===== src/rtl/fixed_point_multiplier_if.sv =====
// Start/busy/done handshake and operand/result bus for the fixed-point multiplier.
interface fixed_point_multiplier_if #(
   parameter int unsigned N = 10
);
   logic         start;
   logic [N-1:0] a;
   logic [N-1:0] b;
   logic         busy;
   logic         done;
   logic [N-1:0] result;
   logic         ovf;

   modport master (output start, a, b, input busy, done, result, ovf);
   modport slave  (input start, a, b, output busy, done, result, ovf);
endinterface


===== src/rtl/fixed_point_multiplier.sv =====
// Sequential unsigned QN-F.F multiplier: radix-2 shift-and-add, one multiplier bit per cycle.
module fixed_point_multiplier #(
   parameter int unsigned N = 10,
   parameter int unsigned F = 5
) (
   input  logic                  clk,
   input  logic                  rst,
   fixed_point_multiplier_if.slave bus
);
   localparam int unsigned CW = $clog2(N + 1);
   localparam int unsigned PW = 2 * N;

   typedef enum logic [1:0] {
      S_IDLE = 2'd0,
      S_CALC = 2'd1,
      S_DONE = 2'd2
   } state_t;

   state_t          r_state;
   state_t          w_state_nxt;
   logic [N-1:0]    r_mcand;
   logic [N-1:0]    r_mplier;
   logic [N-1:0]    r_acc;
   logic [CW-1:0]   r_cnt;
   logic [N-1:0]    r_result;
   logic            r_ovf;
   logic            r_busy;
   logic            r_done;
   logic [N:0]      w_sum;
   logic [PW-1:0]   w_prod;
   logic            w_last;

   // Conditional add, then shift {carry, acc, multiplier} right by one.
   assign w_sum  = {1'b0, r_acc} + (r_mplier[0] ? {1'b0, r_mcand} : '0);
   assign w_prod = PW'({w_sum, r_mplier} >> 1);
   assign w_last = (r_cnt == CW'(N - 1));

   always_ff @(posedge clk or negedge rst) begin
      if (!rst) r_state <= S_IDLE;
      else      r_state <= w_state_nxt;
   end

   always_comb begin
      w_state_nxt = r_state;
      case (r_state)
         S_IDLE:  if (bus.start) w_state_nxt = S_CALC;
         S_CALC:  if (w_last)    w_state_nxt = S_DONE;
         S_DONE:  w_state_nxt = S_IDLE;
         default: w_state_nxt = S_IDLE;
      endcase
   end

   always_ff @(posedge clk or negedge rst) begin
      if (!rst) begin
         r_mcand  <= '0;
         r_mplier <= '0;
         r_acc    <= '0;
         r_cnt    <= '0;
         r_result <= '0;
         r_ovf    <= 1'b0;
         r_busy   <= 1'b0;
         r_done   <= 1'b0;
      end else begin
         r_busy <= (w_state_nxt != S_IDLE);
         r_done <= (w_state_nxt == S_DONE);
         case (r_state)
            S_IDLE: begin
               if (bus.start) begin
                  r_mcand  <= bus.a;
                  r_mplier <= bus.b;
                  r_acc    <= '0;
                  r_cnt    <= '0;
               end
            end
            S_CALC: begin
               r_acc    <= w_prod[PW-1:N];
               r_mplier <= w_prod[N-1:0];
               r_cnt    <= r_cnt + CW'(1);
               // Product complete on the last iteration: truncate and flag integer overflow.
               if (w_last) begin
                  r_result <= w_prod[N+F-1:F];
                  r_ovf    <= ((w_prod >> (N + F)) != '0);
               end
            end
            default: ;
         endcase
      end
   end

   assign bus.busy   = r_busy;
   assign bus.done   = r_done;
   assign bus.result = r_result;
   assign bus.ovf    = r_ovf;
endmodule


===== src/flat_wrapper.sv =====
// flat-port wrapper written by rule: the top's interface ports become plain ports
module fixed_point_multiplier_flat 
#(
   parameter int unsigned N = 10,
   parameter int unsigned F = 5
)
  (clk, rst, bus_start, bus_a, bus_b, bus_busy, bus_done, bus_result, bus_ovf);
  fixed_point_multiplier_if #(.N(N)) bus_i ();
  input  logic clk;
  input  logic rst;
  input wire logic [$bits(bus_i.start)-1:0] bus_start;
  input wire logic [$bits(bus_i.a)-1:0] bus_a;
  input wire logic [$bits(bus_i.b)-1:0] bus_b;
  output wire logic [$bits(bus_i.busy)-1:0] bus_busy;
  output wire logic [$bits(bus_i.done)-1:0] bus_done;
  output wire logic [$bits(bus_i.result)-1:0] bus_result;
  output wire logic [$bits(bus_i.ovf)-1:0] bus_ovf;
  assign bus_i.start = bus_start;
  assign bus_i.a = bus_a;
  assign bus_i.b = bus_b;
  assign bus_busy = bus_i.busy;
  assign bus_done = bus_i.done;
  assign bus_result = bus_i.result;
  assign bus_ovf = bus_i.ovf;
  fixed_point_multiplier #(.N(N), .F(F)) u_core (.clk(clk), .rst(rst), .bus(bus_i));
endmodule

===== config.mk =====
export PLATFORM = sky130hd
export DESIGN_NAME = fixed_point_multiplier_flat
export DESIGN_NICKNAME = d
export VERILOG_FILES = /design/src/rtl/fixed_point_multiplier_if.sv /design/src/rtl/fixed_point_multiplier.sv /design/src/flat_wrapper.sv
export SDC_FILE = /design/constraint.sdc
export NUM_CORES = 1
export LEC_CHECK = 0
export ABC_AREA = 0
export CAP_MARGIN = 20
export CORE_ASPECT_RATIO = 0.9
export CORE_MARGIN = 2
export CORE_UTILIZATION = 58
export CTS_CLUSTER_SIZE = 25
export DETAILED_ROUTE_END_ITERATION = 10
export MAX_ROUTING_LAYER = met4
export PLACE_DENSITY = 0.85
export SLEW_MARGIN = 5
export SYNTH_ARGS = -nofsm -noshare
export SYNTH_HDL_FRONTEND = slang
export SYNTH_SLANG_ARGS = --single-unit

===== constraint.sdc =====
create_clock -name clk -period 3.8 [get_ports clk]
set_input_delay 0.76 -clock clk [delete_from_list [all_inputs] [get_ports clk]]
set_output_delay 0.76 -clock clk [all_outputs]
set_load 0.03 [all_outputs]

==> impl_metrics.sql <==
INSERT INTO impl_metrics (metric_group, metric, value, unit) VALUES
('power_and_ir_drop', 'power.density', '792', 'nW/um^2'),
('critical_path', 'critical-path-top-cell-by-count', 'sky130_fd_sc_hd__a21oi_1', ''),
('clock_network', 'postCtsResizedCells', '0', ''),
('sta', 'setup-violations-final', '0', ''),
('synth', 'synth_edf_count', '0', ''),
('synth', 'post_synthesis_cell_area', '2440', 'sq um'),
('power_and_ir_drop', 'clockPowerShare', '16.2', '%'),
('sta', 'timing.final.max_slew_violations', '0', ''),
('grt', 'antenna_found_initial', '0', ''),
('synth', 'syn_avg_cell_area', '9.45', 'sq um'),
('critical_path', 'critical_path.reg2reg.startpoint', 'u_core.r_mplier[0]', ''),
('synth', 'number_of_storage_elements_in_the_synthesis_netlist', '49', ''),
('critical_path', 'data_required_critical_path', '3.98', 'ns'),
('route', 'routed_wire_per_std_cell', '14.6', 'microns'),
('synth', 'synthesis.instances', '258', ''),
('power_and_ir_drop', 'vdd.ir_drop.worst', '0.461', 'mV'),
('route', 'routedLengthMet1', '2240', 'microns'),
('synth', 'dominantRegCellSynth', 'sky130_fd_sc_hd__dfrtp_1', ''),
('critical_path', 'cp.arrival', '2.77', 'ns'),
('finish', 'filler_cell_count', '310', ''),
('grt', 'grt.total_usage', '24.9', '%'),
('route', 'highest_routed_layer', 'met4', ''),
('synth', 'postSynth.asyncResetShare', '100', '%'),
('route', 'routed_vias', '1923', ''),
('grt', 'grt_start_max_net_pins', '50', ''),
('place', 'dp.final_hpwl', '3480', 'microns'),
('floorplan', 'fp.dieW', '72.3', 'microns'),
('route', 'drt_iter0_markers', '108', ''),
('finish', 'layout-area-overhead-vs-synth', '21.2', '%'),
('power_and_ir_drop', 'swShare', '39.6', '%'),
('floorplan', 'floorplan.die_area', '4740', 'sq um'),
('sta', 'fin_worst_skew', '0.0101', 'ns'),
('sta', 'remaining_max_slew_budget_at_the_tightest_pin', '50.5', '%'),
('clock_network', 'cts.htree.levels', '2', ''),
('sta', 'timing.final.hold_violations', '0', ''),
('route', 'totalWireLength', '4990', 'microns'),
('clock_network', 'holdBufCountCts', '0', ''),
('synth', 'postSynthNetCount', '294', ''),
('run_status', 'status', 'finished, final reports clean', ''),
('route', 'routed-wl-met2', '2450', 'microns'),
('critical_path', 'crit_family', 'compound AO/OA/AOI/OAI gates', ''),
('sta', 'period_minus_slack', '2.59', 'ns'),
('clock_network', 'post-cts-setup-buffer-count', '0', ''),
('clock_network', 'clockBufferDepth', '2', ''),
('grt', 'grt_pass1_wl', '8650', 'microns'),
('finish', 'finalNetCount', '328', ''),
('critical_path', 'critPathLaunchType', 'flop', ''),
('clock_network', 'clkLatencyLatePin', '0.31', 'ns'),
('place', 'pre_cts_slack', '0.903', 'ns'),
('clock_network', 'cts_sinks', '49', ''),
('route', 'dr.pass1.iters', '4', ''),
('power_and_ir_drop', 'combPwrFrac', '44.1', '%'),
('critical_path', 'worst_path_max_delay_cell', 'sky130_fd_sc_hd__dfrtp_1', ''),
('critical_path', 'largest_stage_delay_on_the_critical_path', '0.53', 'ns'),
('power_and_ir_drop', 'power.share.sequential', '39.7', '%'),
('floorplan', 'starting_density_of_the_core', '60.2', '%'),
('synth', 'seq_area_frac_synth', '50.3', '%'),
('sta', 'setup_total_negative_slack', '0', 'ns'),
('floorplan', 'core_area', '4050', 'sq um'),
('sta', 'worst_slew_pin_slew', '0.742', 'ns'),
('floorplan', 'core.rowCount', '22', ''),
('power_and_ir_drop', 'power_report.internal_total', '1.41', 'mW'),
('critical_path', 'crit_chain', 'and2_1 > ha_1 > fa_1 > a21oi_1 > o21ai_1 > a21oi_1 > xnor2_1 > nor3_1 > a31oi_1', ''),
('critical_path', 'critPathKind', 'reg -> reg', ''),
('finish', 'post_route_cells_drive_above_1_share', '5.80', '%'),
('place', 'gp_congestion', '0.871', ''),
('critical_path', 'crit_path_max_fanout', '12', ''),
('critical_path', 'cp-end-kind', 'flop', ''),
('grt', 'gr-total-overflow', '0', ''),
('power_and_ir_drop', 'power.switching', '0.926', 'mW'),
('route', 'drc', '0', '');
[cell usage in the layout (no fill, tap or decap), drive strengths merged]
cell,synthesis,routed
dfrtp,49,49
or3,1,1
bufinv,0,1
o21ai,21,21
clkbuf,9,7
a21o,3,3
a22oi,10,10
o22ai,1,1
nand3b,1,1
buf,3,5
a22o,6,6
inv,6,6
xor2,3,3
and2,10,10
a311oi,1,1
a211oi,1,1
fa,1,1
nand4,1,1
a21boi,1,1
o211ai,2,2
a21oi,19,19
nand2,67,67
a31oi,2,2
clkdlybuf4s50,0,34
ha,12,12
xnor2,4,4
nand2b,2,2
nor2b,14,14
o22a,1,1
nor2,1,1
o21bai,2,2
nand3,3,3
nor3,1,1
[cell type report]
class,instances,area (sq um),area share [%]
Sequential cell,49,1230,41.5
Multi-Input combinational cell,191,1140,38.6
Timing Repair Buffer,39,388,13.1
Clock buffer,7,86.3,2.92
Tap cell,48,60.1,2.03
Clock inverter,1,30.0,1.02
Inverter,6,22.5,0.762
[routing by layer]
metal / GRT usage [%] / vias to the layer above
met5: - / -
met4: 9.43 / 0
met3: 4.14 / 8
met2: 38.2 / 46
met1: 33.6 / 925
li1: - / 944
[Yosys cell counts (3+ instances only)]
| cell type | instances | area (sq um) |
|---|---|---|
| sky130_fd_sc_hd__nand2_1 | 67 | 251 |
| sky130_fd_sc_hd__dfrtp_1 | 49 | 1230 |
| sky130_fd_sc_hd__o21ai_0 | 17 | 85.1 |
| sky130_fd_sc_hd__a21oi_1 | 16 | 80.1 |
| sky130_fd_sc_hd__nor2b_1 | 14 | 87.6 |
| sky130_fd_sc_hd__ha_1 | 12 | 150 |
| sky130_fd_sc_hd__a22oi_1 | 10 | 75.1 |
| sky130_fd_sc_hd__and2_1 | 10 | 62.6 |
| sky130_fd_sc_hd__clkbuf_1 | 9 | 33.8 |
| sky130_fd_sc_hd__a22o_1 | 6 | 52.6 |
| sky130_fd_sc_hd__inv_1 | 6 | 22.5 |
| sky130_fd_sc_hd__o21ai_1 | 4 | 20.0 |
| sky130_fd_sc_hd__xnor2_1 | 4 | 35.0 |
| sky130_fd_sc_hd__a21o_1 | 3 | 22.5 |
| sky130_fd_sc_hd__a21oi_2 | 3 | 26.3 |
| sky130_fd_sc_hd__nand3_1 | 3 | 15.0 |
| sky130_fd_sc_hd__xor2_1 | 3 | 26.3 |
[worst register-to-register path, stage by stage, from the launching register on]
cell                      delay [ns]
sky130_fd_sc_hd__dfrtp_1        0.53
sky130_fd_sc_hd__and2_1         0.24
sky130_fd_sc_hd__ha_1           0.23
sky130_fd_sc_hd__fa_1           0.42
sky130_fd_sc_hd__a21oi_1        0.24
sky130_fd_sc_hd__o21ai_1        0.14
sky130_fd_sc_hd__a21oi_1        0.19
sky130_fd_sc_hd__xnor2_1        0.11
sky130_fd_sc_hd__nor3_1         0.24
sky130_fd_sc_hd__a31oi_1        0.12
[flip-flops by register name (all words and copies together), names as in the netlist]
name	count
u_core.bus.result	10
u_core.bus.busy	1
u_core.r_acc	10
u_core.r_state	2
u_core.r_mplier	10
u_core.r_mcand	10
u_core.bus.done	1
u_core.r_cnt	4
u_core.bus.ovf	1
[through the flow]
step	util [%]	power, mW	hold slack [ns]	instances	cell area (sq um)
finish	73.0	2.34	0.291	341	2950
global route	73.0	2.54	0.281	341	2950
CTS	72.5	2.35	0.476	340	2930
detailed placement	69.6	1.96	0.456	332	2820
global placement	69.6	1.91	0.452	332	2820
floorplan	-	1.63	0.437	258	2440
[worst paths after layout]
check / depth (start not counted) / end / slack [ns]
min in group clk: 2 / u_core.r_mcand[2] / 0.47
worst max-delay path: 9 / u_core.bus.ovf / 1.21
max in group asynchronous: 2 / u_core.bus.done / 3.05
worst max register to register: 9 / u_core.bus.ovf / 1.21
worst min register to register: 2 / u_core.r_mcand[2] / 0.47
worst min-delay path: 1 / u_core.r_mcand[4] / 0.29
[cells by family (layout without fill, tap and decap cells)]
group                      Yosys count  in the layout  synth area share [%]
DFF                                 49             49                  50.3
adders and majority gates           13             13                  6.98
and+or+nand+nor                    101            101                  18.8
buffers and inverters               18             53                  2.87
AOI/OAI and AO/OA                   70             70                  18.5
xor gates and xnor gates             7              7                  2.52
[power by group through the flow]
stage                     sequential, mW  combinational (mW)  clock [mW]
after floorplan                    0.978               0.649           0
after global placement             0.923               0.988           0
after detailed placement           0.933                1.03           0
after CTS                          0.925                1.04       0.386
after global routing               0.959                1.17       0.412
final                              0.928                1.03       0.380
(Power assumes the default switching activity.)
